==> config.mk <==
export PLATFORM = sky130hd
export DESIGN_NAME = fifo_arb_rx
export DESIGN_NICKNAME = d
export VERILOG_FILES = /design/src/rtl/fifo_arb_pkg.sv /design/src/rtl/fifo_skid2.sv /design/src/rtl/fifo_arb_rx.sv
export SDC_FILE = /design/constraint.sdc
export NUM_CORES = 1
export LEC_CHECK = 0
export CORE_ASPECT_RATIO = 0.9
export CORE_MARGIN = 2
export CORE_UTILIZATION = 50
export DETAILED_ROUTE_END_ITERATION = 8
export PLACE_DENSITY = 0.74
export SLEW_MARGIN = 10
export SYNTH_ARGS = -nofsm -noshare
export SYNTH_HDL_FRONTEND = slang
export SYNTH_SLANG_ARGS = --single-unit
==> constraint.sdc <==
create_clock -name CLK -period 7.9 [get_ports CLK]
set_clock_uncertainty 0.15 [all_clocks]
set_input_delay 0.79 -clock CLK [delete_from_list [all_inputs] [get_ports CLK]]
set_output_delay 0.79 -clock CLK [all_outputs]
set_load 0.05 [all_outputs]
==> src/rtl/fifo_arb_pkg.sv <==
// -----------------------------------------------------------------------------
// fifo_arb_pkg
// Shared definitions for the two-channel packet arbiter pair (fifo_arb_tx /
// fifo_arb_rx): FSM state encoding, default header field masks, and the header
// decode helpers. Both sides call the same decode helpers, so they always agree
// on which channel a header selects and how many payload words follow it.
// -----------------------------------------------------------------------------
package fifo_arb_pkg;

  // Header-decode state vs. payload-forwarding state
  typedef enum logic [0:0] {
    ST_HDR = 1'b0,
    ST_PAY = 1'b1
  } arb_state_t;

  localparam int unsigned DEF_DWIDTH   = 8;
  localparam logic [31:0] DEF_SELMASK  = 32'h0000_0080;
  localparam logic [31:0] DEF_CNTMASK  = 32'h0000_0070;
  localparam int unsigned DEF_CNTSHIFT = 4;

  // Number of set bits in a field mask. This sizes the payload counter so it
  // can hold the largest count the header field can encode. An empty mask
  // still yields a 1-bit counter so that no zero-width vectors are created.
  function automatic int unsigned mask_width(input logic [31:0] mask);
    int unsigned n;
    n = 0;
    for (int i = 0; i < 32; i++) begin
      if (mask[i]) n = n + 1;
    end
    if (n == 0) n = 1;
    return n;
  endfunction

  // Channel select: any masked bit set -> channel 2, otherwise channel 1
  function automatic logic hdr_sel(input logic [31:0] hdr,
                                   input logic [31:0] selMask = DEF_SELMASK);
    return |(hdr & selMask);
  endfunction

  // Payload word count carried in the header
  function automatic logic [31:0] hdr_cnt(input logic [31:0] hdr,
                                          input logic [31:0] cntMask  = DEF_CNTMASK,
                                          input int unsigned cntShift = DEF_CNTSHIFT);
    return (hdr & cntMask) >> cntShift;
  endfunction

endpackage

==> src/rtl/fifo_skid2.sv <==
// -----------------------------------------------------------------------------
// fifo_skid2
// Two-entry buffer that sits after a FIFO with a one-cycle read latency. It
// absorbs words whose reads were already issued when the consumer stalls, so
// reads can be issued back-to-back without losing data.
//
// Ports
//   i_clk        clock
//   i_rst        asynchronous active-high reset (empties the buffer)
//   i_push       write i_pushData into the buffer this cycle
//   i_pushData   word to store
//   i_pop        consume the head word this cycle
//   o_headData   oldest stored word (meaningful when o_headValid)
//   o_headValid  buffer holds at least one word
//   o_occupancy  number of stored words (0..2)
// -----------------------------------------------------------------------------
module fifo_skid2 #(
  parameter int unsigned DWIDTH = 8
) (
  input  logic              i_clk,
  input  logic              i_rst,
  input  logic              i_push,
  input  logic [DWIDTH-1:0] i_pushData,
  input  logic              i_pop,
  output logic [DWIDTH-1:0] o_headData,
  output logic              o_headValid,
  output logic [1:0]        o_occupancy
);

  logic [DWIDTH-1:0] r_mem [2];
  logic              r_wrPtr;
  logic              r_rdPtr;
  logic [1:0]        r_count;
  logic              w_popOk;
  logic              w_pushOk;

  // A pop needs a stored word; a push needs a free slot, which a same-cycle
  // pop provides. The parent never violates either, but the guards keep the
  // pointers and the count consistent regardless.
  assign w_popOk  = i_pop && (r_count != 2'd0);
  assign w_pushOk = i_push && ((r_count != 2'd2) || w_popOk);

  // Circular two-slot storage with separate read/write pointers and a count
  always_ff @(posedge i_clk or posedge i_rst) begin
    if (i_rst) begin
      r_mem[0] <= '0;
      r_mem[1] <= '0;
      r_wrPtr  <= 1'b0;
      r_rdPtr  <= 1'b0;
      r_count  <= 2'd0;
    end else begin
      if (w_pushOk) begin
        r_mem[r_wrPtr] <= i_pushData;
        r_wrPtr        <= ~r_wrPtr;
      end
      if (w_popOk) begin
        r_rdPtr <= ~r_rdPtr;
      end
      case ({w_pushOk, w_popOk})
        2'b10:   r_count <= r_count + 2'd1;
        2'b01:   r_count <= r_count - 2'd1;
        default: r_count <= r_count;
      endcase
    end
  end

  assign o_headData  = r_mem[r_rdPtr];
  assign o_headValid = (r_count != 2'd0);
  assign o_occupancy = r_count;

endmodule

==> src/rtl/fifo_arb_rx.sv <==
// -----------------------------------------------------------------------------
// fifo_arb_rx
// Receive side of the two-channel packet arbiter. Pops a merged packet stream
// from a shared FIFO, decodes each header (channel select + payload count) and
// steers the header and its payload words to the channel 1 or channel 2 write
// port. A destination that is full stalls the whole stream (head-of-line
// blocking) without losing or reordering words.
//
// Optional build macro: FIFO_ARB_RX_STATS_EN adds per-channel completed-packet
// counters (c1_pkts, c2_pkts).
//
// Ports
//   CLK, RST                  clock, asynchronous active-high reset
//   fifo_rden                 pop request to the shared input FIFO
//   fifo_rdempty              input FIFO empty
//   fifo_rddata               input FIFO data, valid the cycle after fifo_rden
//   c1_wren/c1_wrdata         channel 1 write strobe / data (registered)
//   c1_wrfull                 channel 1 FIFO full
//   c2_wren/c2_wrdata/c2_wrfull  same for channel 2
//   busy                      packet in progress or words held in the skid buffer
//   c1_pkts, c2_pkts          (stats build only) packets completed per channel
// -----------------------------------------------------------------------------
module fifo_arb_rx
  import fifo_arb_pkg::*;
#(
  parameter int unsigned       DWIDTH   = DEF_DWIDTH,
  parameter logic [DWIDTH-1:0] SELMASK  = DWIDTH'(DEF_SELMASK),
  parameter logic [DWIDTH-1:0] CNTMASK  = DWIDTH'(DEF_CNTMASK),
  parameter int unsigned       CNTSHIFT = DEF_CNTSHIFT
) (
  input  logic              CLK,
  input  logic              RST,
  output logic              fifo_rden,
  input  logic              fifo_rdempty,
  input  logic [DWIDTH-1:0] fifo_rddata,
  output logic              c1_wren,
  input  logic              c1_wrfull,
  output logic [DWIDTH-1:0] c1_wrdata,
  output logic              c2_wren,
  input  logic              c2_wrfull,
  output logic [DWIDTH-1:0] c2_wrdata,
  output logic              busy
`ifdef FIFO_ARB_RX_STATS_EN
  ,
  output logic [15:0]       c1_pkts,
  output logic [15:0]       c2_pkts
`endif
);

  localparam int unsigned       CWIDTH  = mask_width(32'(CNTMASK));
  localparam logic [CWIDTH-1:0] CNT_ONE = CWIDTH'(1);

  arb_state_t        r_state;
  arb_state_t        w_stateNext;
  logic              r_sel;
  logic              w_selNext;
  logic [CWIDTH-1:0] r_remCnt;
  logic [CWIDTH-1:0] w_remCntNext;
  logic              r_inflight;

  logic [DWIDTH-1:0] w_head;
  logic              w_headValid;
  logic [1:0]        w_occ;
  logic              w_hdrSel;
  logic [CWIDTH-1:0] w_hdrCnt;
  logic              w_fire;
  logic              w_fireSel;
  logic [2:0]        w_pending;

  // Words whose read was issued last cycle arrive on fifo_rddata now and go
  // straight into the skid buffer; the FSM only ever consumes the head.
  fifo_skid2 #(
    .DWIDTH(DWIDTH)
  ) u_skid (
    .i_clk       (CLK),
    .i_rst       (RST),
    .i_push      (r_inflight),
    .i_pushData  (fifo_rddata),
    .i_pop       (w_fire),
    .o_headData  (w_head),
    .o_headValid (w_headValid),
    .o_occupancy (w_occ)
  );

  assign w_hdrSel = hdr_sel(32'(w_head), 32'(SELMASK));
  assign w_hdrCnt = CWIDTH'(hdr_cnt(32'(w_head), 32'(CNTMASK), CNTSHIFT));

  // Issue a read only if the word is guaranteed a skid slot when it lands:
  // stored words plus the read in flight, minus the word leaving this cycle,
  // must stay below two. Held low during reset so nothing is popped and lost.
  assign w_pending = {1'b0, w_occ} + {2'b00, r_inflight} - {2'b00, w_fire};
  assign fifo_rden = !RST && !fifo_rdempty && (w_pending < 3'd2);

  assign busy = (r_state == ST_PAY) || w_headValid;

  // Next-state and forwarding decision. A word is forwarded (w_fire) when it
  // sits at the skid head and its destination is not full this cycle. In HDR
  // the destination comes from the header itself; in PAY from the latched
  // select. The count is latched as the header is forwarded.
  always_comb begin
    w_stateNext  = r_state;
    w_selNext    = r_sel;
    w_remCntNext = r_remCnt;
    w_fire       = 1'b0;
    w_fireSel    = r_sel;
    unique case (r_state)
      ST_HDR: begin
        if (w_headValid) begin
          w_fireSel = w_hdrSel;
          if (!(w_hdrSel ? c2_wrfull : c1_wrfull)) begin
            w_fire       = 1'b1;
            w_selNext    = w_hdrSel;
            w_remCntNext = w_hdrCnt;
            if (w_hdrCnt != '0) w_stateNext = ST_PAY;
          end
        end
      end
      ST_PAY: begin
        if (w_headValid && !(r_sel ? c2_wrfull : c1_wrfull)) begin
          w_fire       = 1'b1;
          w_remCntNext = r_remCnt - CNT_ONE;
          if (r_remCnt == CNT_ONE) w_stateNext = ST_HDR;
        end
      end
      default: begin
        w_stateNext = ST_HDR;
      end
    endcase
  end

  // State, read-in-flight flag and the registered write ports. Write data
  // holds its last value between strobes.
  always_ff @(posedge CLK or posedge RST) begin
    if (RST) begin
      r_state    <= ST_HDR;
      r_sel      <= 1'b0;
      r_remCnt   <= '0;
      r_inflight <= 1'b0;
      c1_wren    <= 1'b0;
      c2_wren    <= 1'b0;
      c1_wrdata  <= '0;
      c2_wrdata  <= '0;
    end else begin
      r_state    <= w_stateNext;
      r_sel      <= w_selNext;
      r_remCnt   <= w_remCntNext;
      r_inflight <= fifo_rden;
      c1_wren    <= w_fire && !w_fireSel;
      c2_wren    <= w_fire && w_fireSel;
      if (w_fire && !w_fireSel) c1_wrdata <= w_head;
      if (w_fire && w_fireSel)  c2_wrdata <= w_head;
    end
  end

`ifdef FIFO_ARB_RX_STATS_EN
  logic w_lastWord;

  // The forwarded word closes a packet when it is a header with no payload
  // or the final payload word.
  assign w_lastWord = w_fire &&
                      (((r_state == ST_HDR) && (w_hdrCnt == '0)) ||
                       ((r_state == ST_PAY) && (r_remCnt == CNT_ONE)));

  // Completed-packet counters, wrapping naturally at 16 bits
  always_ff @(posedge CLK or posedge RST) begin
    if (RST) begin
      c1_pkts <= 16'd0;
      c2_pkts <= 16'd0;
    end else if (w_lastWord) begin
      if (w_fireSel) c2_pkts <= c2_pkts + 16'd1;
      else           c1_pkts <= c1_pkts + 16'd1;
    end
  end
`endif

endmodule

==> results of run 1 <==
==> final cells by class <==
type                            instances  area (um^2)
Clock buffer                            6        82.58
Multi-Input combinational cell        110        802.0
Tap cell                               46        57.56
Inverter                                9        38.79
Timing Repair Buffer                   33        327.8
Fill cell                             312         1333
Sequential cell                        44         1101
Clock inverter                          2        15.01
==> synth_stat cells (all sizes together) <==
library cell  instances  area share
a21oi                15       0.044
a31oi                 2      0.0063
buf                   1      0.0057
clkbuf                5      0.0095
dfrtp                44        0.56
fa                    1       0.010
ha                    3       0.019
inv                   9       0.020
mux2                 17       0.097
mux2i                10       0.053
nand2                14       0.027
nand2b                2      0.0063
nand3                 4       0.010
nor2                 11       0.021
nor2b                 1      0.0032
nor3                  3      0.0076
nor3b                 2       0.010
nor4b                 1      0.0044
nor4bb                1      0.0051
o211ai                1       0.011
o21a                  2      0.0076
o21ai                15       0.044
or3                   1      0.0032
xnor2                 3       0.013
xor2                  1      0.0044
==> power groups by stage <==
stage	combinational (W)	clock (W)	sequential (W)
floorplan	0.000325	0	0.000539
global placement	0.000593	0	0.000420
detailed placement	0.000608	0	0.000427
CTS	0.000610	0.000151	0.000422
global route	0.000654	0.000161	0.000436
finish	0.000605	0.000146	0.000422
==> critical path, delay by kind of cell <==
kind,cells,cell delay [ps]
xor gates and xnor gates,1,150
buffers and inverters,3,1490
AOI/OAI and AO/OA,1,140
adders and majority gates,2,630
and+or+nand+nor,3,930
muxes,1,180
==> logic make-up (layout without fill, tap and decap cells) <==
group,count (synthesis),after routing,synth area share
and+or+nand+nor,40,40,0.09772
muxes,27,27,0.1497
DFF,44,44,0.5584
AOI/OAI and AO/OA,35,35,0.1123
adders and majority gates,4,4,0.02919
xor gates and xnor gates,4,4,0.01777
buffers and inverters,15,50,0.03490
==> path summary, 6_finish.rpt <==
kind                                 from               to  slack [ps]  cells past startpoint
hold reg to reg              c2_wrdata[2]     c2_wrdata[2]         330                      2
setup reg to reg           u_skid.r_rdPtr       r_inflight        4560                      9
max in group asynchronous             RST  u_skid.r_mem[5]        6430                      3
min in group asynchronous             RST       r_inflight         820                      3
setup / recovery                c1_wrfull        fifo_rden        2650                     11
hold / removal               c2_wrdata[2]     c2_wrdata[2]         330                      2
==> registers in the layout (all words and copies together) (netlist names) <==
register / flops
r_remCnt: 3
c2_wrdata: 8
u_skid.r_wrPtr: 1
r_sel: 1
u_skid.r_mem: 16
c1_wren: 1
c1_wrdata: 8
r_inflight: 1
c2_wren: 1
u_skid.o_occupancy: 2
r_state: 1
u_skid.r_rdPtr: 1
==> metrics by stage <==
step / instance area, um^2 / util / total power [W] / hold WS, ps / std cells
after floorplan: 1972 / - / 0.0008637 / 328.6 / 169
after global placement: 2327 / 0.6194 / 0.001013 / 316.9 / 242
after detailed placement: 2327 / 0.6194 / 0.001035 / 319.0 / 242
after CTS: 2425 / 0.6454 / 0.001182 / 338.5 / 250
after global routing: 2425 / 0.6454 / 0.001251 / 368.9 / 250
final: 2425 / 0.6454 / 0.001173 / 329.0 / 250
==> metal layers <==
| layer | global-route usage | wire, um | up-vias |
|---|---|---|---|
| li1 | - | - | 651 |
| met1 | 0.2256 | 1600 | 653 |
| met2 | 0.2750 | 1661 | 44 |
| met3 | 0.04480 | 224 | 7 |
| met4 | 0.08654 | 68 | 0 |
| met5 | 0 | 0 | - |
==> run summary, run 1 <==
The flow ran to the end, and the final reports show no timing, DRC or antenna violations. The first detailed-routing pass ran for 4 iterations. The initial antenna violation count came out at 0. The post-route setup TNS is 0 ps.

The cell area after synthesis is 1972 um^2. The net load switching power came out at 0.0005289 W. The first global-routing pass estimated 5982 um of wire. The remaining routing DRC violations came out at 0. The share of post-route cells with drive strength above 1 is 0.1569.

The count of cell types in the netlist is 30. The TritonCTS sink count came out at 44. Setup repair after global routing left no endpoint under its margin. The CTS clock-pin slew for the worst setup and hold paths is 80 ps.

Of the total power, the share spent switching nets is 0.4510. The final critical path time including I/O delays and setup came out at 5252 ps. The synthesis-stage register bit count is 44.

The largest net degree at the start of global routing is 45. Max-cap violations in this run came to 0. The global-route congestion overflow total is 0. The clock root buffer is clkbuf_8. Routability-driven placement finished with a final weighted congestion of 0.8792. In the layout the commonest cells are dfrtp_1 (44), clkdlybuf4s50_1 (32), mux2_2 (17). No sink is reached through more buffers than the 2 on the longest clock path. The number of gates given a new drive strength after cts came out at 0. TritonCTS built the clock tree. The H-tree level count is 2. The count of standard-cell rows came out at 21. The core outline area is 3757 um^2. When the netlist entered floorplanning its net count stood at 186. For this run, the total global-route usage over all layers was measured as 0.1750. The area enclosed by the die boundary came out at 4463 um^2. For this run, the number of Yosys warnings is 0. The most frequent standard cell in the layout excluding fill and tap cells is dfrtp_1. Dividing the final minimum period by the clock period gives 0.6648. Setup violations remaining at the end of the flow were counted as 0. The achievable frequency came out at roughly 190 MHz. The first routing iteration left 116 violations.

The internal power of the cells is between 0.0006 and 0.0007 W. In this run, post-CTS hold repair placed 0 buffers. The total vias in the final route is 1355.

The die outline height is 63.58 um. The highest net fanout along the worst path came out at 9. The register area share after synthesis came out at 0.5584. The number of clock buffers added by TritonCTS is 5.

The number of global-route vias before repair is 1309. The final number of max-transition violations came out at 0. The share of total power in the clock network is 0.124.

The maximum ir drop on the vdd rail came out at 191.2 uV. The share of total power dissipated in combinational logic is 0.516. The max-slew headroom at the worst pin is 0.3844. The worst setup slack before clock tree synthesis came out at 2633 ps. The standby leakage power is 1.062 nW. The post-CTS setup-driven buffer insertion count is 0. The biggest cell delay along the critical path came out at 880 ps.

The kind of launch point of the worst setup path is a primary input. The detailed-route wire length per cell came out at roughly 14 um. The die boundary width came out at 70.20 um. The number of cells produced by synthesis came out at 169. The final layout contains 220 nets.

The critical path capture point type is a primary output. The worst setup margin is ~2600 ps. For the worst-skew pair, the clock arrives at the later sink with an insertion delay of 290 ps.

The path class of the tightest hold or removal check is reg2reg. For this configuration, the core starts out at a cell density of 0.5248. The share of total power dissipated in sequential elements is 0.360.

The I/O pin count is 33. The synthesis-to-finish area growth came out at 22.97%. The transition time at the pin with the least slew margin is 919.4 ps. Among all stages on the critical path, the largest delay is contributed by clkdlybuf4s50_1. The data arrival at the endpoint of the critical path is 4310 ps. The number of vias per cell after detailed routing is approximately 5.4. The count of buffers added on input and output ports is 32. Once detail routing completed, the nets flagged for antenna violations numbered 0. The HPWL after detailed placement came out at 2591 um. The power per standard cell area came out at 483.6 nW/um^2. Data on the critical path is required at its endpoint by 6960 ps. The wire length reported by the detailed router is 3554 um. In this design, the critical path's most frequently occurring cell is clkdlybuf4s50_1. The hold violation count in the final report came out at 0. The number of antenna cells inserted came out at 0. The signal on the critical path passes through clkdlybuf4s50_1 -> mux2i_1 -> nor3b_1 -> a21oi_4 -> inv_6 -> ha_1 -> nand2b_1 -> fa_1 -> xor2_1 -> nor4b_1 -> clkdlybuf4s50_1.

The mean instance size in the synthesized netlist came out at 11.67 um^2. The critical path is of the in2out type.
No activity file was read; power rests on OpenSTA's default activity.
==> inputs of run 2 (changes only) <==
==> constraint.sdc (replaced) <==
create_clock -name CLK -period 5.1 [get_ports CLK]
set_clock_uncertainty 0.15 [all_clocks]
set_input_delay 0.51 -clock CLK [delete_from_list [all_inputs] [get_ports CLK]]
set_output_delay 0.51 -clock CLK [all_outputs]
set_load 0.05 [all_outputs]
==> run 2 against run 1 <==
Combinational power increased by 60%. Sequential share of layout area is 0.49 points lower. Clock power increased by 84%. Core utilization up 0.70 points. Global-route usage grew 0.67 points. Largest power group unchanged. Design area is 1.1% higher. Sequential power up 51%. Register-to-register slack got worse by 2600 ps. Highest routed layer unchanged. Hold slack gained 16 ps.
==> run summary, run 2 (synthesis gave the netlist of run 1 again) <==
The flow ran to the end, and the final reports show no timing, DRC or antenna violations. The number of antenna cells inserted came out at 0 (unchanged). The I/O pin count is 33 (unchanged). The number of buffers inserted during clock tree synthesis is 5 (unchanged).

The CTS clock-pin slew for the worst setup and hold paths is 90 ps (about the same). The power per standard cell area is 763.8 nW/um^2 (+58%). For this run, the top clock speed supported by timing is 213.5 MHz. The buffer levels on the longest clock path came out at 2 (unchanged).

The highest net fanout along the worst path is 9 (unchanged). The count of port buffers added during placement is 32 (unchanged). The total setup violations reported at the end of the flow was 0 (unchanged). The standby leakage power is 1.082 nW (+1.9%). The largest registers in the layout are u_skid.r_mem: 16 flops, c1_wrdata: 8 flops, c2_wrdata: 8 flops. Ranked by flip-flop count, first place goes to u_skid.r_mem. In this run the worst hold path is classified as reg2reg.

The number of vias per cell after detailed routing came out at 5.239 (-3.3%). The TritonCTS sink count came to 44 (unchanged). TritonCTS built the clock tree. The worst flop-to-flop path startpoint is u_skid.r_rdPtr. The core outline area came out at 3757 um^2 (unchanged). The number of cells traversed by the worst register-to-register path was 10 (+1). Clock tree synthesis selected as its root buffer the cell clkbuf_8. The number of cells traversed by the worst hold path came out at 2 (unchanged). The post-CTS setup-driven buffer insertion count is 0 (unchanged).

The area after detailed placement came out at 2335 um^2 (+0.32%). The hold violation count in the final report came out at 0 (unchanged). The final net count is 221 (+0.45%). The area enclosed by the die boundary is 4463 um^2 (unchanged). The largest net degree at the start of global routing was 45 (unchanged). Setup repair after global routing left no endpoint under its margin. The number of global-route vias before repair is 1333 (+1.8%). The starting density of the core came to 0.5248 (unchanged). The max-slew headroom at the worst pin is 0.3877 (+0.003281). The wire length reported by the detailed router is 3695 um (+4.0%). STA classifies the critical path startpoint as a flop. The clock latency at the later pin of the worst-skew pair came out at 300 ps (about the same). The final estimated routing congestion in global placement is 0.8528 (-3.0%). The end point of the most critical hold path is c2_wrdata[2]. The HPWL after detailed placement came out at 2715 um (+4.8%). The die outline height came to 63.58 um (unchanged). The startpoint identified for the worst hold timing path is c2_wrdata[2].

The global-route congestion overflow total came to 0 (unchanged). The critical path capture point type is a primary output. Leaving out fill and tap cells, the most frequent cell in the layout is dfrtp_1. The critical path goes through buf_4 -> mux2i_2 -> mux2i_1 -> a21oi_4 -> inv_6 -> ha_1 -> nand2b_1 -> fa_1 -> xor2_1 -> nor4b_1 -> clkdlybuf4s50_1. The final number of max-transition violations came out at 0 (unchanged).

The sequential cell area came out at 1101 um^2 (unchanged). The maximum ir drop on the vdd rail is 345.1 uV (+80%). In the layout the commonest cells are dfrtp_1 (44), clkdlybuf4s50_1 (32), mux2_2 (17). The count of standard-cell rows came to 21 (unchanged). The die boundary width came to 70.20 um (unchanged). The worst endpoint required time came out at 4440 ps (-2520 ps).

The biggest cell delay along the critical path came out at 880 ps (about the same). The setup path with the least slack is of type reg2out. The number of hold buffers added after CTS came to 0 (unchanged). The register-to-register setup slack came out at 1970 ps (-2590 ps).

The data arrival at the endpoint of the critical path is 4020 ps (-290 ps). The final clock period utilization by the worst path came out at 0.9182. The final critical path time including I/O delays and setup is 4683 ps.

The DRC marker count from the first detailed-route iteration is 60 (-48%). The share of post-route cells with drive strength above 1 came out at 0.1610 (+0.004113). The remaining routing DRC violations is 0 (unchanged). The post-route setup TNS is 0 ps (unchanged). In this run the critical register-to-register path is captured at r_inflight. The initial antenna violation count came to 0 (unchanged).

The summed area of non-filler cells in the final layout is 2451 um^2 (+1.1%). The multi-input gate area in the final layout was 802.0 um^2 (unchanged). The first-pass GRT wire length is 6348 um (+6.1%).

The global-route usage over all layers came out at 0.1817 (+0.006736). The H-tree level count came out at 2 (unchanged). The number of nets with antenna violations after routing is 0 (unchanged). The detailed-route wire length per cell came out at 14.72 um (+3.6%). The total vias in the final route came out at 1315 (-3.0%).

The flip-flop count of the largest register, all copies and words added was 16 (unchanged). The cell with the biggest individual delay on the critical path is clkdlybuf4s50_1. The number of gates given a new drive strength after cts is 0 (unchanged). The detailed-router iteration count before antenna repair is 4 (unchanged). The transition time at the pin with the least slew margin is 914.5 ps (-4.900 ps). The max capacitance violation total is 0 (unchanged).

The synthesis-to-finish area growth is 24.30%. The total of fill cells in the finished design is 291 (-6.7%).
-- run 2: metrics by stage --
step,utilization,power [W],hold slack (ps),setup slack (ps),std cells
4_1_cts,0.6523,0.001886,347.0,381.6,251
5_1_grt,0.6523,0.001995,379.0,193.3,251
2_1_floorplan,-,0.001338,328.6,486.0,169
3_5_place_dp,0.6214,0.001616,330.3,427.3,243
3_3_place_gp,0.6214,0.001575,315.0,577.7,243
6_report,0.6523,0.001872,344.9,417.0,251
-- run 2: worst max path at each step --
stage / start / endpoint / cells after the start
floorplan: u_skid.r_rdPtr / fifo_rden / 10
global placement: c1_wrfull / fifo_rden / 11
CTS: u_skid.r_rdPtr / fifo_rden / 11
detailed placement: c1_wrfull / fifo_rden / 11
global route: u_skid.r_rdPtr / fifo_rden / 11
finish: u_skid.r_rdPtr / fifo_rden / 11
-- run 2: where the power goes --
part | internal (W) | switching, W | total, W
sequential | 0.000521 | 0.000119 | 0.000639
combinational | 0.000371 | 0.000594 | 0.000965
clock | 0.000147 | 0.000121 | 0.000268
-- run 2: final cells by class --
cell class	count	share of cell area
clock buffer	5	0.02808
clock inverter	3	0.01940
inverter	9	0.01582
multi-input combinational	110	0.3272
sequential	44	0.4492
tap	46	0.02348
timing repair buffer	34	0.1368
-- run 2: metal layers --
metal | GRT usage | vias to the layer above | share of wire
met2 | 0.2750 | 33 | 0.46
met1 | 0.2576 | 631 | 0.49
met5 | 0 | - | 0
met3 | 0.05600 | 2 | 0.045
li1 | - | 649 | -
met4 | 0.04327 | 0 | 0.0016
-- run 2: worst max-delay path, delay by kind of cell, from the launching register on --
kind | cells | cell delay (ps)
buffers and inverters | 3 | 1180
adder cells (fa/ha/maj) | 2 | 660
multiplexers | 2 | 550
AND/OR/NAND/NOR | 2 | 500
AO/OA/AOI/OAI | 1 | 360
flip-flops | 1 | 330
XOR/XNOR | 1 | 150
==> inputs of run 3 (changes only) <==
--- a/config.mk
+++ b/config.mk
@@ -5,11 +5,12 @@
 export SDC_FILE = /design/constraint.sdc
 export NUM_CORES = 1
 export LEC_CHECK = 0
-export CORE_ASPECT_RATIO = 0.9
+export CELL_PAD_IN_SITES_DETAIL_PLACEMENT = 0
+export CELL_PAD_IN_SITES_GLOBAL_PLACEMENT = 1
 export CORE_MARGIN = 2
-export CORE_UTILIZATION = 50
+export CORE_UTILIZATION = 41
 export DETAILED_ROUTE_END_ITERATION = 8
-export PLACE_DENSITY = 0.74
+export PLACE_DENSITY = 0.76
 export SLEW_MARGIN = 10
 export SYNTH_ARGS = -nofsm -noshare
 export SYNTH_HDL_FRONTEND = slang
==> run 3 against run 2 <==
Hold slack worse by 5.5 ps. Critical endpoint unchanged. Combinational power is 0.4% lower. Register-to-register slack better by 70 ps. Sequential power hardly changed. First-iteration DRC count is 48% higher.
==> run summary, run 3 (synthesis gave the netlist of run 1 again) <==
The run finished with clean final reports. The max-slew headroom at the worst pin is 0.3961 (+0.008387). The largest registers in the layout are u_skid.r_mem: 16 flops, c1_wrdata: 8 flops, c2_wrdata: 8 flops. The worst setup path is of the in2out kind. The area after detailed placement came to 2345 um^2 (+0.43%).

The largest net degree at the start of global routing came out at 45 (unchanged). The buffer levels on the longest clock path came to 2 (unchanged). The internal power of the cells is 0.001051 W (+1.2%). The count of cell instances traversed by the critical path is 11 (unchanged).

The post-CTS setup-driven buffer insertion count is 0 (unchanged). The class of the worst hold path is reg2reg. In the layout the commonest cells are dfrtp_1 (44), clkdlybuf4s50_1 (32), mux2_2 (17). The worst endpoint required time is 4440 ps (about the same). The logic gate share of total power was 0.513 (-0.002). The initial antenna violation count came out at 0 (unchanged). The share of post-route cells with drive strength above 1 came to 0.1610 (unchanged). The critical path ends at fifo_rden. The synthesis-to-finish area growth came out at 25.06%. The TritonCTS sink count came out at 44 (unchanged).

Clock tree synthesis selected as its root buffer the cell clkbuf_8. Tracing the worst setup path back leads to its startpoint at c2_wrfull. The worst register-to-register path ends at r_inflight. The CTS clock-pin slew for the worst setup and hold paths is 80 ps (about the same). The detailed-route wire length per cell is 14.66 um (-0.44%). The hold violation count in the final report is 0 (unchanged). The number of nets with antenna violations after routing is 0 (unchanged). The total of fill cells in the finished design is 429 (+47%). The maximum ir drop on the vdd rail came to 250.4 uV (-27%). The DRC marker count from the first detailed-route iteration came to 89 (+48%). The count of port buffers added during placement is 32 (unchanged). The final number of max-transition violations is 0 (unchanged). The number of buffer and inverter stages on the critical path came to 3 (unchanged).

The number of buffers inserted during clock tree synthesis was 5 (unchanged). The worst setup path is captured at a primary output. The post-placement cell count is 251 (+3.3%). TritonCTS built the clock tree. The register-to-register setup slack is 2040 ps (+70 ps). On the critical path the largest part of the delay comes from buffers and inverters. The transition time at the pin with the least slew margin came out at 901.9 ps (-12.53 ps). The wire length reported by the detailed router is 3796 um (+2.7%). The post-route setup TNS came out at 0 ps (unchanged). The number of antenna cells inserted is 0 (unchanged). Walking the worst path, the cells encountered are clkdlybuf4s50_1 -> mux2i_1 -> nor3b_1 -> a21oi_4 -> inv_6 -> ha_1 -> nand2b_1 -> fa_1 -> xor2_1 -> nor4b_1 -> clkdlybuf4s50_1.

The standby leakage power is 1.085 nW (+0.28%). The power per standard cell area is 760.2 nW/um^2 (-0.47%). The switching part of the total power is 0.4393 (-0.005777). The die boundary width came out at 73.35 um (+4.5%). The biggest cell delay along the critical path is 870 ps (about the same). The max capacitance violation total is 0 (unchanged). The worst register-to-register path begins at u_skid.r_rdPtr. The number of cells traversed by the worst register-to-register path is 9 (-1). The net load switching power is 0.0008236 W (-1.2%). The final estimated routing congestion in global placement came out at 0.8594 (+0.77%). The sequential power share came out at 0.340 (about the same). The global-route congestion overflow total is 0 (unchanged).

The total setup violations reported at the end of the flow is 0 (unchanged). The summed area of non-filler cells in the final layout came out at 2466 um^2 (+0.61%). The library cell used most frequently in the layout, excluding fill and tap cells, is dfrtp_1. The flip-flop count of the largest register, all copies and words added is 16 (unchanged).

The core outline area came out at 4692 um^2 (+25%). The remaining routing DRC violations came out at 0 (unchanged). The number of vias per cell after detailed routing came out at 5.162 (-1.5%).

The final net count came out at 221 (unchanged). The starting density of the core came out at 0.4203 (-0.1045). The HPWL after detailed placement came out at 2762 um (+1.7%). More flip-flops sit in one register than any other, and that register is u_skid.r_mem. The kind of launch point of the worst setup path is a primary input. The H-tree level count is 2 (unchanged). The first-pass GRT wire length came out at 6389 um (+0.65%). The overall power of the completed layout is 0.001875 W (+0.14%). The detailed-router iteration count before antenna repair came out at 4 (unchanged). The highest net fanout along the worst path came out at 9 (unchanged). The data arrival at the endpoint of the critical path is 4040 ps (+20 ps).

The final cell count without fillers came out at 259 (+3.2%). Among all stages on the critical path, the largest delay is contributed by clkdlybuf4s50_1. The number of gates given a new drive strength after cts is 0 (unchanged).

Setup repair after global routing left no endpoint under its margin. The global-route usage over all layers is 0.1579 (-0.02378). The number of global-route vias before repair came out at 1275 (-4.4%). The clock latency at the later pin of the worst-skew pair came out at 290 ps (about the same). The count of standard-cell rows came out at 25 (+19%). The total vias in the final route came out at 1337 (+1.7%). The most prevalent standard cell on the critical path is clkdlybuf4s50_1. The I/O pin count was 33 (unchanged). The achievable frequency is 212.9 MHz (-0.30%). The die outline height is 73.35 um (+15%). The final clock period utilization by the worst path is 0.9210 (+0.002761). The final critical path time including I/O delays and setup is 4697 ps (+14.08 ps).

The number of hold buffers added after CTS came out at 0 (unchanged). The area enclosed by the die boundary came out at 5380 um^2 (+21%). The share of total power in the clock network came out at 0.147 (+0.004).
==> run 3: how the worst min path moves through the flow <==
| stage | from | end | slack, ps | cells past startpoint |
|---|---|---|---|---|
| detailed placement | c2_wrdata[3] | c2_wrdata[3] | 330 | 2 |
| floorplan | u_skid.r_mem[10] | u_skid.r_mem[10] | 330 | 1 |
| CTS | c2_wrdata[3] | c2_wrdata[3] | 350 | 2 |
| finish | c2_wrdata[3] | c2_wrdata[3] | 340 | 2 |
| global placement | c2_wrdata[7] | c2_wrdata[7] | 320 | 2 |
| global route | c2_wrdata[3] | c2_wrdata[3] | 380 | 2 |
==> run 3: stage by stage <==
stage          hold WS (ps)    util  setup slack [ps]
2_1_floorplan         328.6       -             486.0
3_3_place_gp          316.0  0.4997             548.6
4_1_cts               348.7  0.5256             383.1
5_1_grt               376.4  0.5256             126.4
3_5_place_dp          330.2  0.4997             417.2
6_report              339.4  0.5256             402.9
==> run 3: tightest hold or removal path: cells and delay by family, from the launching register on <==
kind,cells,cell delay (ps)
AOI/OAI and AO/OA,1,60
and+or+nand+nor,1,50
DFF,1,350
==> run 3: power groups by stage <==
| stage | combinational, W | sequential, W | clock (W) |
|---|---|---|---|
| detailed placement | 0.000975 | 0.000645 | 0 |
| global placement | 0.000952 | 0.000635 | 0 |
| floorplan | 0.000503 | 0.000835 | 0 |
| CTS | 0.000976 | 0.000638 | 0.000287 |
| global route | 0.00105 | 0.000662 | 0.000303 |
| finish | 0.000961 | 0.000637 | 0.000276 |
==> run 3: final cells by class <==
type | count | area (um^2) | area share
Clock buffer | 6 | 82.58 | 0.03349
Clock inverter | 2 | 38.79 | 0.01573
Inverter | 9 | 38.79 | 0.01573
Multi-Input combinational cell | 110 | 802.0 | 0.3252
Sequential cell | 44 | 1101 | 0.4465
Tap cell | 54 | 67.56 | 0.02740
Timing Repair Buffer | 34 | 335.3 | 0.1360
==> run 3: layer usage <==
metal,wire (um),track usage
met4,55,0.05859
met2,1891,0.2442
met1,1726,0.2137
met5,0,0
met3,121,0.04252
